===== src/rtl/hb_period_meas.sv =====
// rtl/hb_period_meas.sv - heartbeat period meter with averaging, timeout and reciprocal-stage handshake
//
// Measures the period of an asynchronous heartbeat in clk cycles, averages
// 2^AVG_LOG2 samples, and publishes the result as unsigned-valued signed QF.
// Each result is handed to a downstream reciprocal stage via start_calc/calc_done.
//
// Ports:
//   clk        - single clock, rising edge
//   rst_n      - asynchronous active-low reset
//   enable     - measurement runs while high
//   hb_in      - asynchronous heartbeat input
//   start_calc - one-cycle request to downstream stage
//   calc_done  - downstream completion pulse
//   x_out      - averaged period, QF (F fractional bits), saturated, never negative
//   timeout    - sticky no-heartbeat flag (x_out = 0 when set)
//   ovr_cnt    - saturating count of samples dropped while waiting on downstream
//
// Build option: define HB_OVERRUN_CNT_EN to build the overrun counter;
// otherwise ovr_cnt is tied to zero.
module hb_period_meas #(
  parameter int W           = 32,
  parameter int F           = 16,
  parameter int CNT_W       = 24,
  parameter int AVG_LOG2    = 2,
  parameter int SCALE_LOG2  = 0,
  parameter int TIMEOUT_CYC = 1000000
) (
  input  logic         clk,
  input  logic         rst_n,
  input  logic         enable,
  input  logic         hb_in,
  output logic         start_calc,
  input  logic         calc_done,
  output logic [W-1:0] x_out,
  output logic         timeout,
  output logic [7:0]   ovr_cnt
);

  localparam logic [2:0] S_IDLE = 3'd0;
  localparam logic [2:0] S_ARM  = 3'd1;
  localparam logic [2:0] S_MEAS = 3'd2;
  localparam logic [2:0] S_REQ  = 3'd3;
  localparam logic [2:0] S_WAIT = 3'd4;

  localparam int SW = CNT_W + AVG_LOG2;
  localparam int IW = AVG_LOG2 + 1;
  localparam int XW = SW + F;
  // Result is formed wide enough that neither the shift nor the saturation
  // compare can lose bits, whatever W is.
  localparam int PW = (XW > W) ? XW : W;

  localparam logic [CNT_W-1:0] CNT_MAX  = '1;
  localparam logic [CNT_W-1:0] TO_CNT   = CNT_W'(TIMEOUT_CYC);
  localparam logic [IW-1:0]    LAST_IDX = IW'((1 << AVG_LOG2) - 1);
  localparam logic [PW-1:0]    X_MAX    = PW'({1'b0, {(W-1){1'b1}}});

  logic [2:0]       state;
  logic             hb_s1, hb_s2, hb_s3, hb_rise;
  logic [CNT_W-1:0] cnt;
  logic [SW-1:0]    sum;
  logic [IW-1:0]    idx;

  logic [CNT_W-1:0] cnt_inc;
  logic [SW-1:0]    sum_total;
  logic [PW-1:0]    x_full;
  logic [W-1:0]     x_sat;
  logic             timeout_hit;

  // cnt_inc doubles as the sample value: cnt+1 saturated equals the period.
  assign cnt_inc     = (cnt == CNT_MAX) ? cnt : cnt + 1'b1;
  assign sum_total   = sum + SW'(cnt_inc);
  assign x_full      = (PW'(sum_total) << F) >> (AVG_LOG2 + SCALE_LOG2);
  assign x_sat       = (x_full > X_MAX) ? X_MAX[W-1:0] : x_full[W-1:0];
  assign timeout_hit = (cnt >= TO_CNT);

  // Combinational on enable so that dropping enable while in S_REQ
  // suppresses the request in that very cycle.
  assign start_calc = (state == S_REQ) && enable;

  always_ff @(posedge clk or negedge rst_n) begin
    if (!rst_n) begin
      state   <= S_IDLE;
      hb_s1   <= 1'b0;
      hb_s2   <= 1'b0;
      hb_s3   <= 1'b0;
      hb_rise <= 1'b0;
      cnt     <= '0;
      sum     <= '0;
      idx     <= '0;
      x_out   <= '0;
      timeout <= 1'b0;
    end else begin
      hb_s1   <= hb_in;
      hb_s2   <= hb_s1;
      hb_s3   <= hb_s2;
      hb_rise <= hb_s2 & ~hb_s3;

      case (state)
        S_IDLE: begin
          if (enable) begin
            cnt     <= '0;
            sum     <= '0;
            idx     <= '0;
            timeout <= 1'b0;
            state   <= S_ARM;
          end
        end

        S_ARM, S_MEAS: begin
          if (!enable) begin
            state <= S_IDLE;
          end else if (hb_rise) begin
            // A heartbeat beats a coincident timeout.
            cnt <= '0;
            if (state == S_ARM) begin
              state <= S_MEAS;
            end else if (idx == LAST_IDX) begin
              x_out <= x_sat;
              state <= S_REQ;
            end else begin
              sum <= sum_total;
              idx <= idx + 1'b1;
            end
          end else if (timeout_hit) begin
            timeout <= 1'b1;
            x_out   <= '0;
            state   <= S_REQ;
          end else begin
            cnt <= cnt_inc;
          end
        end

        S_REQ: begin
          // An edge landing here restarts the period but its sample is lost.
          if (hb_rise) cnt <= '0;
          if (!enable) begin
            state <= S_IDLE;
          end else begin
            sum   <= '0;
            idx   <= '0;
            state <= S_WAIT;
          end
        end

        S_WAIT: begin
          // enable is deliberately ignored until the downstream answers.
          cnt <= hb_rise ? '0 : cnt_inc;
          if (calc_done) state <= enable ? S_MEAS : S_IDLE;
        end

        default: state <= S_IDLE;
      endcase
    end
  end

`ifdef HB_OVERRUN_CNT_EN
  always_ff @(posedge clk or negedge rst_n) begin
    if (!rst_n) begin
      ovr_cnt <= 8'd0;
    end else if ((state == S_WAIT) && hb_rise && (ovr_cnt != 8'hFF)) begin
      ovr_cnt <= ovr_cnt + 8'd1;
    end
  end
`else
  assign ovr_cnt = 8'd0;
`endif

endmodule


===== config.mk =====
export PLATFORM = sky130hd
export DESIGN_NAME = hb_period_meas
export DESIGN_NICKNAME = d
export VERILOG_FILES = /design/src/rtl/hb_period_meas.sv
export SDC_FILE = /design/constraint.sdc
export NUM_CORES = 1
export LEC_CHECK = 0
export ABC_CLOCK_PERIOD_IN_PS = 5300
export CAP_MARGIN = 20
export CORE_MARGIN = 4
export CORE_UTILIZATION = 43
export DETAILED_ROUTE_END_ITERATION = 10
export PLACE_DENSITY_LB_ADDON = 0.25
export SLEW_MARGIN = 10
export SYNTH_ARGS = -nofsm -noshare
export SYNTH_HDL_FRONTEND = slang
export SYNTH_SLANG_ARGS = --single-unit

===== constraint.sdc =====
create_clock -name clk -period 5.3 [get_ports clk]
set_input_delay 1.06 -clock clk [delete_from_list [all_inputs] [get_ports clk]]
set_output_delay 1.06 -clock clk [all_outputs]
set_load 0.05 [all_outputs]

==> results.sh, run 1 <==
export IMPL_setup_tns_ns=0
export IMPL_hp_class="reg -> reg"
export IMPL_wl_per_cell_um=18.3
export IMPL_synthCells=629
export IMPL_start_kind="flop"
export IMPL_fp_coreArea_um2=12800
export IMPL_tightest_slew_ns=1.15
export IMPL_dp_hpwl_mm=10.8
export IMPL_cellLeakagePower_nw=2.79
export IMPL_dieArea_um2=15100
export IMPL_synth_top_flop_cell="dfrtp_1"
export IMPL_drt_first_pass_iters=6
export IMPL_drc=0
export IMPL_antenna_found_initial=0
export IMPL_cp_cell_sequence="ha_1 > nand3_1 > nor4_2 > a31oi_1 > and3_1 > nand3_1 > xnor2_1 > ha_1 > and3_1 > nand3_1 > a2111o_1 > nand3_1 > xor2_1 > nor3_1 > and4b_2 > a32oi_2"
export IMPL_slew_headroom_pct=23.5
export IMPL_arrival_ns=4.94
export IMPL_floorplan_initialDensity_pct=44.3
export IMPL_cts_sinks=80
export IMPL_drive_above_1_share_pct=7.22
export IMPL_final_cell_mix="80 x dfrtp_1, 69 x nand2_1, 50 x a21oi_1"
export IMPL_rows=41
export IMPL_dp_cells=793
export IMPL_cpMostUsedCell="nand3_1"
export IMPL_async_reset_ff_share_pct=100
export IMPL_cts_htree_levels=3
export IMPL_cts_hold_buf=0
export IMPL_antennaDiodeCount=0
export IMPL_max_clock_freq_mhz=210
export IMPL_area_delta_synth_final_pct=11.6
export IMPL_drv_cap=0
export IMPL_grt_pass1_wl_mm=24.4
export IMPL_syn_cell_area_um2=5660
export IMPL_cts_resized=0
export IMPL_grt_pass1_vias=4576
export IMPL_status="complete, no violations"
export IMPL_postRouteAntennaNets=0
export IMPL_setup_violations=0
export IMPL_cts_made_buffers=9
export IMPL_die_w_um=123
export IMPL_io_buffer_count=38
export IMPL_synth_cell_types=71
export IMPL_end_kind="flop"
export IMPL_final_common_cell="dfrtp_1"
export IMPL_finalHoldViolations=0
export IMPL_finalNonFillerCells=809
export IMPL_via_per_inst=5.82
export IMPL_hold_ws_ns=0.357
export IMPL_ys_seq_area_share_pct=35.4
export IMPL_grt_max_degree=53
export IMPL_layout_nets=667
export IMPL_fin_worst_skew_ns=0.0116
export IMPL_ios=47
export IMPL_ys_seq_elements=80
export IMPL_yosysWarnings=0
export IMPL_vias=4708
export IMPL_fin_util_pct=49.5
export IMPL_path_buf_inv=0
export IMPL_root_buffer="clkbuf_16"
export IMPL_rsz0062_at_grt="no"
export IMPL_cpPeakStageDelay_ns=0.56
export IMPL_post_cts_buffers=0
export IMPL_worstSkewPairLatency_ns=0.35
export IMPL_synth_edf_count=0
export IMPL_avgSynthCellArea_um2=9.00
export IMPL_min_period_over_period_pct=89.9
export IMPL_grtUsageTotal_pct=20.8
export IMPL_worstPathRequired_ns=5.47
export IMPL_drtIter0Drc=434
export IMPL_ir_drop_mv=0.166
export IMPL_cpLargestDelayFamily="simple AND/OR/NAND/NOR gates"
export IMPL_clockBufferDepth=2
export IMPL_fin_crit_ns=4.77
export IMPL_die_y_um=123
export IMPL_gp_congestion=0.964
export IMPL_powerDensity_nw_per_um2=261
export IMPL_critPathSlowestCell="and4b_2"
export IMPL_grt_ovfl_total=0
export IMPL_cts_tree="built"
export IMPL_clk_pin_slew_ns=0.07
export IMPL_slew_violations=0
export IMPL_wl_mm=14.8
export IMPL_path_class="reg -> reg"
export IMPL_worstPathMaxFanout=18
-- cell usage after synthesis, drive strengths merged (2+ instances only) --
master,count,share of area [%]
inv,10,0.66
xor2,16,2.5
nand4,11,1.2
o211a,2,0.35
nand2,69,4.6
a21o,10,1.3
a21oi,53,4.9
o21a,9,1.2
a41oi,2,0.44
a2bb2oi,2,0.31
dfrtp,80,35
nor2b,6,0.66
a22o,31,4.8
o31ai,10,1.3
and3,12,1.3
a211oi,5,0.66
o22ai,2,0.22
mux2i,2,0.35
a32oi,17,3.7
o211ai,4,0.53
clkbuf,20,1.3
a21boi,3,0.40
nor2,37,2.5
buf,39,4.7
and4,4,0.62
nand3,19,1.7
o311ai,2,0.31
o21ai,41,3.6
and2,7,0.77
ha,29,6.4
a31oi,6,0.66
or2,5,0.55
o31a,2,0.31
nand2b,5,0.55
o41ai,2,0.44
nor3,5,0.53
xnor2,26,4.0
o21bai,3,0.40
-- stage by stage --
step / area [um^2] / total power, mW / worst slack, ns
2_1_floorplan: 5690 / 0.879 / 1.35
3_3_place_gp: 5990 / 0.963 / 0.266
3_5_place_dp: 5990 / 0.967 / 0.194
4_1_cts: 6310 / 1.67 / 0.163
5_1_grt: 6320 / 1.73 / 0.116
6_report: 6320 / 1.65 / 0.534
-- area by class of cell --
cell class              instances  area (um^2)
fillers                      1185         6450
multi-input cells             487         3310
flip-flops and latches         80         2000
repair buffers                 44          423
clock buffers                  10          239
well taps                     172          215
clock inverters                 6         90.1
inverters                      10         37.5
-- path summary, 6_finish.rpt --
path | start | endpoint | slack, ns | cells past startpoint
max reg2reg | cnt[1] | x_out[28] | 0.53 | 16
max | cnt[1] | x_out[28] | 0.53 | 16
max in group asynchronous | rst_n | cnt[17] | 3.67 | 2
min reg2reg | hb_s1 | hb_s2 | 0.36 | 0
min | hb_s1 | hb_s2 | 0.36 | 0
min in group asynchronous | rst_n | x_out[17] | 0.62 | 1
-- layer usage --
layer,global-route usage (%),up-vias,wire length [um]
met5,0,-,0
met1,30.1,2297,7310
li1,-,2297,-
met3,3.09,21,441
met2,31.2,93,6660
met4,8.75,0,355
-- cell families (layout without fill, tap and decap cells) --
| family | after synthesis | in the layout | share of synthesized area, % |
|---|---|---|---|
| buffers and inverters | 69 | 70 | 6.69 |
| other | 1 | 8 | 0.0662 |
| muxes | 2 | 2 | 0.354 |
| xor gates and xnor gates | 42 | 42 | 6.50 |
| and+or+nand+nor | 187 | 187 | 16.0 |
| adders and majority gates | 30 | 30 | 6.76 |
| AOI/OAI and AO/OA | 218 | 218 | 28.2 |
| DFF | 80 | 80 | 35.4 |
-- state kept, by name, indices dropped and copies added (netlist names) --
register and flops:
sum 26, cnt 24, x_out 19, idx 3
state 3, hb_rise 1, hb_s1 1, hb_s2 1
hb_s3 1, timeout 1
-- where the power goes --
part           switching [mW]  internal, mW
registers              0.0202         0.627
logic                   0.222        0.0861
clock network           0.265         0.427
total                   0.507          1.14
No activity file was read; power rests on OpenSTA's default activity.
==> run 2, diff against run 1 <==
--- a/config.mk
+++ b/config.mk
@@ -9,8 +9,10 @@
 export CAP_MARGIN = 20
 export CORE_MARGIN = 4
 export CORE_UTILIZATION = 43
+export CTS_CLUSTER_DIAMETER = 150
 export DETAILED_ROUTE_END_ITERATION = 10
 export PLACE_DENSITY_LB_ADDON = 0.25
+export SETUP_SLACK_MARGIN = 0.4
 export SLEW_MARGIN = 10
 export SYNTH_ARGS = -nofsm -noshare
 export SYNTH_HDL_FRONTEND = slang
==> run 2 against run 1 <==
- worst setup slack better by 0.15 ns
- die area did not move
- non-clock buffer count rose by 1
- sequential power about the same
- first-iteration DRC count down 20%
- register-to-register slack improved by 0.15 ns
- sequential share of layout area down 0.20 points
- design area increased by 0.63%
- via count increased by 0.28%
- worst hold slack worse by 0.0022 ns
- combinational power barely moved
- final cell count increased by 0.12%
- critical path type unchanged
- largest cell class unchanged
- largest power group unchanged
==> results.sh, run 2 (same netlist as run 1, synthesis figures left out) <==
export IMPL_cts_tree="built"
export IMPL_cts_sinks=80
export IMPL_power_total_mw=1.65
export IMPL_worstSkewPairLatency_ns=0.35
export IMPL_wl_per_cell_um=18.3
export IMPL_multiInputGateArea_um2=3340
export IMPL_grt_max_degree=53
export IMPL_min_period_over_period_pct=87.1
export IMPL_placed_area_um2=5990
export IMPL_cpMostUsedCell="nand3_1"
export IMPL_fillerInstances=1179
export IMPL_dp_hpwl_mm=10.8
export IMPL_slew_headroom_pct=23.9
export IMPL_vias=4721
export IMPL_end_kind="flop"
export IMPL_max_clock_freq_mhz=217
export IMPL_start_kind="flop"
export IMPL_gp_congestion=0.964
export IMPL_setup_tns_ns=0
export IMPL_worstPathRequired_ns=5.48
export IMPL_r2r_start="cnt[0]"
export IMPL_rsz0062_at_grt="no"
export IMPL_largest_reg_flops=26
export IMPL_clk_pin_slew_ns=0.07
export IMPL_worstPathMaxFanout=18
export IMPL_drtIter0Drc=347
export IMPL_rows=41
export IMPL_fin_worst_skew_ns=0.0110
export IMPL_slew_violations=0
export IMPL_antennaDiodeCount=0
export IMPL_dp_cells=793
export IMPL_floorplan_initialDensity_pct=44.3
export IMPL_ios=47
export IMPL_largestRegisters="sum (26), cnt (24), x_out (19)"
export IMPL_area_delta_synth_final_pct=12.3
export IMPL_postRouteAntennaNets=0
export IMPL_cpPeakStageDelay_ns=0.49
export IMPL_max_flop_register="sum"
export IMPL_grt_pass1_vias=4576
export IMPL_die_w_um=123
export IMPL_finalNonFillerCells=810
export IMPL_io_buffer_count=38
export IMPL_cts_made_buffers=9
export IMPL_crit_path_end="x_out[28]"
export IMPL_finalHoldViolations=0
export IMPL_cp_cell_sequence="ha_1 > nand3_1 > nor4_4 > buf_4 > a31oi_2 > and3_1 > nand3_1 > xnor2_1 > ha_1 > and3_1 > nand3_1 > a2111o_1 > nand3_1 > xor2_1 > nor3_1 > and4b_4 > a32oi_2"
export IMPL_root_buffer="clkbuf_16"
export IMPL_cts_htree_levels=3
export IMPL_status="complete, no violations"
export IMPL_grt_pass1_wl_mm=24.4
export IMPL_final_area_um2=6360
export IMPL_final_common_cell="dfrtp_1"
export IMPL_layout_nets=668
export IMPL_fin_crit_ns=4.62
export IMPL_rr_endpoint="x_out[28]"
export IMPL_arrival_ns=4.79
export IMPL_via_per_inst=5.83
export IMPL_die_y_um=123
export IMPL_grt_ovfl_total=0
export IMPL_worstSetupStartpoint="cnt[0]"
export IMPL_fp_coreArea_um2=12800
export IMPL_drv_cap=0
export IMPL_dieArea_um2=15100
export IMPL_powerDensity_nw_per_um2=259
export IMPL_reg2reg_depth=17
export IMPL_hp_class="reg -> reg"
export IMPL_cellLeakagePower_nw=2.82
export IMPL_drive_above_1_share_pct=7.68
export IMPL_drt_first_pass_iters=4
export IMPL_seqCellArea_um2=2000
export IMPL_clockBufferDepth=2
export IMPL_path_class="reg -> reg"
export IMPL_drc=0
export IMPL_setup_violations=0
export IMPL_grtUsageTotal_pct=20.8
export IMPL_rrSetupSlack_ns=0.68
export IMPL_wl_mm=14.8
export IMPL_ir_drop_mv=0.166
export IMPL_tightest_slew_ns=1.14
export IMPL_critPathSlowestCell="a2111o_1"
export IMPL_final_cell_mix="80 x dfrtp_1, 69 x nand2_1, 49 x a21oi_1"
export IMPL_antenna_found_initial=0
-- run 2: per-layer routing --
metal / wire length, um / vias up / global-route usage [%]
li1: - / 2301 / -
met2: 6730 / 106 / 31.2
met4: 314 / 0 / 8.75
met5: 0 / - / 0
met3: 561 / 19 / 3.09
met1: 7220 / 2295 / 30.1
-- run 2: final cells by class --
cell class | count | area share (%)
multi-input cells | 487 | 52.6
clock buffers | 10 | 3.76
flip-flops and latches | 80 | 31.5
clock inverters | 6 | 1.42
inverters | 10 | 0.590
well taps | 172 | 3.38
repair buffers | 45 | 6.83
-- run 2: power breakdown --
part / switching [mW] / internal (mW)
sequential: 0.0201 / 0.627
combinational: 0.224 / 0.0862
clock: 0.263 / 0.427
total: 0.507 / 1.14
-- run 2: worst max-delay path: cells and delay by family (launching register included) --
kind / cells / cell delay (ns)
buffers and inverters: 1 / 0.16
XOR/XNOR: 2 / 0.29
AND/OR/NAND/NOR: 9 / 1.88
adder cells (fa/ha/maj): 2 / 0.75
AO/OA/AOI/OAI: 3 / 0.96
flip-flops: 1 / 0.41
-- run 2: per-stage QoR --
step | hold WS, ns | utilization, % | setup WS, ns
after global routing | 0.370 | 49.8 | 0.408
after detailed placement | 0.348 | 46.9 | 0.194
after floorplan | 0.331 | - | 1.35
after CTS | 0.359 | 49.4 | 0.408
after global placement | 0.333 | 46.9 | 0.266
final | 0.355 | 49.8 | 0.683
-- run 2: timing repair --
item | CTS | global route
pin swaps | 0 | 2
gates resized for setup | 1 | 7
hold buffers | 0 | 0
setup buffers | 0 | 1
endpoints found under the setup margin | 18 | 19
-- run 2: worst min path at each step --
stage                     start    end  slack (ns)  depth (start not counted)
after CTS                 hb_s1  hb_s2        0.36                          0
after floorplan           hb_s1  hb_s2        0.33                          0
after detailed placement  hb_s1  hb_s2        0.35                          0
after global routing      hb_s1  hb_s2        0.37                          0
after global placement    hb_s1  hb_s2        0.33                          0
final                     hb_s1  hb_s2        0.35                          0
==> run 3, diff against run 2 <==
--- a/config.mk
+++ b/config.mk
@@ -5,7 +5,7 @@
 export SDC_FILE = /design/constraint.sdc
 export NUM_CORES = 1
 export LEC_CHECK = 0
-export ABC_CLOCK_PERIOD_IN_PS = 5300
+export ABC_CLOCK_PERIOD_IN_PS = 5250
 export CAP_MARGIN = 20
 export CORE_MARGIN = 4
 export CORE_UTILIZATION = 43
@@ -13,6 +13,7 @@
 export DETAILED_ROUTE_END_ITERATION = 10
 export PLACE_DENSITY_LB_ADDON = 0.25
 export SETUP_SLACK_MARGIN = 0.4
+export SKIP_CTS_REPAIR_TIMING = 1
 export SLEW_MARGIN = 10
 export SYNTH_ARGS = -nofsm -noshare
 export SYNTH_HDL_FRONTEND = slang
==> constraint.sdc (replaced) <==
create_clock -name clk -period 5.25 [get_ports clk]
set_input_delay 1.05 -clock clk [delete_from_list [all_inputs] [get_ports clk]]
set_output_delay 1.05 -clock clk [all_outputs]
set_load 0.05 [all_outputs]
==> run 3 against run 2 <==
- critical path depth increased by 1
- flip-flop and latch count unchanged
- non-clock buffer count increased by 5
- core utilization increased by 0.11 points
- design area increased by 0.22%
- count of clock-buffer cells in the layout increased by 1
- total power decreased by 2.7%
- largest cell class unchanged
==> results.sh, run 3 (same netlist as run 1, synthesis figures left out) <==
export IMPL_via_per_inst=5.82
export IMPL_min_period_over_period_pct=85.7
export IMPL_ir_drop_mv=0.218
export IMPL_power_total_mw=1.60
export IMPL_largestRegisters="sum (26), cnt (24), x_out (19)"
export IMPL_antenna_found_initial=0
export IMPL_rsz0062_at_grt="no"
export IMPL_grt_busiest_layer="met2"
export IMPL_cts_tree="built"
export IMPL_critPathSlowestCell="a2111o_1"
export IMPL_wl_per_cell_um=18.0
export IMPL_start_kind="flop"
export IMPL_grt_max_degree=53
export IMPL_worstPathRequired_ns=5.50
export IMPL_fin_crit_ns=4.50
export IMPL_die_y_um=123
export IMPL_clk_pin_slew_ns=0.06
export IMPL_fp_coreArea_um2=12800
export IMPL_grt_pass1_vias=4630
export IMPL_root_buffer="clkbuf_16"
export IMPL_vias=4741
export IMPL_ios=47
export IMPL_cellLeakagePower_nw=2.82
export IMPL_drc=0
export IMPL_postRouteAntennaNets=0
export IMPL_drt_first_pass_iters=4
export IMPL_place_ws_ns=0.172
export IMPL_floorplan_initialDensity_pct=44.3
export IMPL_fin_worst_skew_ns=0.00620
export IMPL_slew_headroom_pct=28.0
export IMPL_antennaDiodeCount=0
export IMPL_path_class="reg -> reg"
export IMPL_clockBufferDepth=2
export IMPL_hp_class="reg -> reg"
export IMPL_multiInputGateArea_um2=3350
export IMPL_grt_pass1_wl_mm=24.3
export IMPL_powerDensity_nw_per_um2=252
export IMPL_die_w_um=123
export IMPL_gr_usage_met2_pct=31.0
export IMPL_setup_tns_ns=0
export IMPL_min_from="hb_s1"
export IMPL_dp_hpwl_mm=10.8
export IMPL_drtIter0Drc=439
export IMPL_layout_nets=673
export IMPL_grt_use_met1_pct=29.4
export IMPL_max_flop_register="sum"
export IMPL_grtUsageMet3_pct=3.59
export IMPL_gp_congestion=0.971
export IMPL_worstSetupStartpoint="cnt[0]"
export IMPL_worstPathMaxFanout=9
export IMPL_drive_above_1_share_pct=8.09
export IMPL_cp_cell_sequence="ha_1 > nand3_1 > nor4_4 > buf_4 > a31oi_4 > and3_1 > nand3_1 > xnor2_1 > ha_2 > and3_1 > nand3_1 > a2111o_1 > and4_1 > nor3_2 > a311oi_4 > buf_4 > buf_4 > a32oi_1"
export IMPL_r2r_start="cnt[0]"
export IMPL_cts_htree_levels=3
export IMPL_io_buffer_count=38
export IMPL_status="complete, no violations"
export IMPL_setup_violations=0
export IMPL_area_delta_synth_final_pct=12.6
export IMPL_tightest_slew_ns=1.08
export IMPL_fillerInstances=1188
export IMPL_grt_ovfl_total=0
export IMPL_seqCellArea_um2=2000
export IMPL_wl_mm=14.7
export IMPL_final_common_cell="dfrtp_1"
export IMPL_largest_reg_flops=26
export IMPL_rows=41
export IMPL_slew_violations=0
export IMPL_grtUsageTotal_pct=20.6
export IMPL_cts_made_buffers=9
export IMPL_cpPeakStageDelay_ns=0.47
export IMPL_setup_slack_ns=0.749
export IMPL_arrival_ns=4.75
export IMPL_cts_sinks=80
export IMPL_drv_cap=0
export IMPL_hold_ws_ns=0.355
export IMPL_max_clock_freq_mhz=222
export IMPL_dieArea_um2=15100
export IMPL_final_cell_mix="80 x dfrtp_1, 69 x nand2_1, 50 x a21oi_1"
export IMPL_end_kind="flop"
export IMPL_finalHoldViolations=0
export IMPL_worstSkewPairLatency_ns=0.35
==> run 3: per-stage QoR <==
step           area (um^2)  instances  utilization (%)
4_1_cts               6290        811             49.2
3_3_place_gp          6000        795             47.0
3_5_place_dp          6000        795             47.0
6_report              6370        815             49.9
2_1_floorplan         5690        636                -
5_1_grt               6370        815             49.9
==> run 3: critical path: cells and delay by family, from the launching register on <==
family / cells / cell delay (ns)
buffers and inverters: 3 / 0.51
adders and majority gates: 2 / 0.73
AOI/OAI and AO/OA: 4 / 0.99
xor gates and xnor gates: 1 / 0.19
and+or+nand+nor: 8 / 1.58
DFF: 1 / 0.41
==> run 3: area by class of cell <==
cell class | count | area share (%)
clock buffers | 11 | 3.65
clock inverters | 5 | 0.883
inverters | 10 | 0.589
multi-input cells | 487 | 52.6
flip-flops and latches | 80 | 31.4
well taps | 172 | 3.38
repair buffers | 50 | 7.54
==> run 3: final timing paths <==
| path | end | slack, ns | depth (start not counted) |
|---|---|---|---|
| worst max register to register | x_out[17] | 0.75 | 18 |
| max in group asynchronous | cnt[13] | 3.62 | 2 |
| worst min register to register | hb_s2 | 0.35 | 0 |
| worst min-delay path | hb_s2 | 0.35 | 0 |
| min in group asynchronous | x_out[17] | 0.61 | 1 |
| worst max-delay path | x_out[17] | 0.75 | 18 |
==> run 3: power breakdown <==
part	switching, mW	total (mW)	internal [mW]
combinational	0.226	0.313	0.0872
sequential	0.0203	0.653	0.633
clock	0.268	0.637	0.369
==> run 3: per-layer routing <==
layer  part of all wire (%)  up-vias
met4                    2.4        0
met1                     49     2310
li1                       -     2316
met2                     45       94
met5                      0        -
met3                    3.4       21
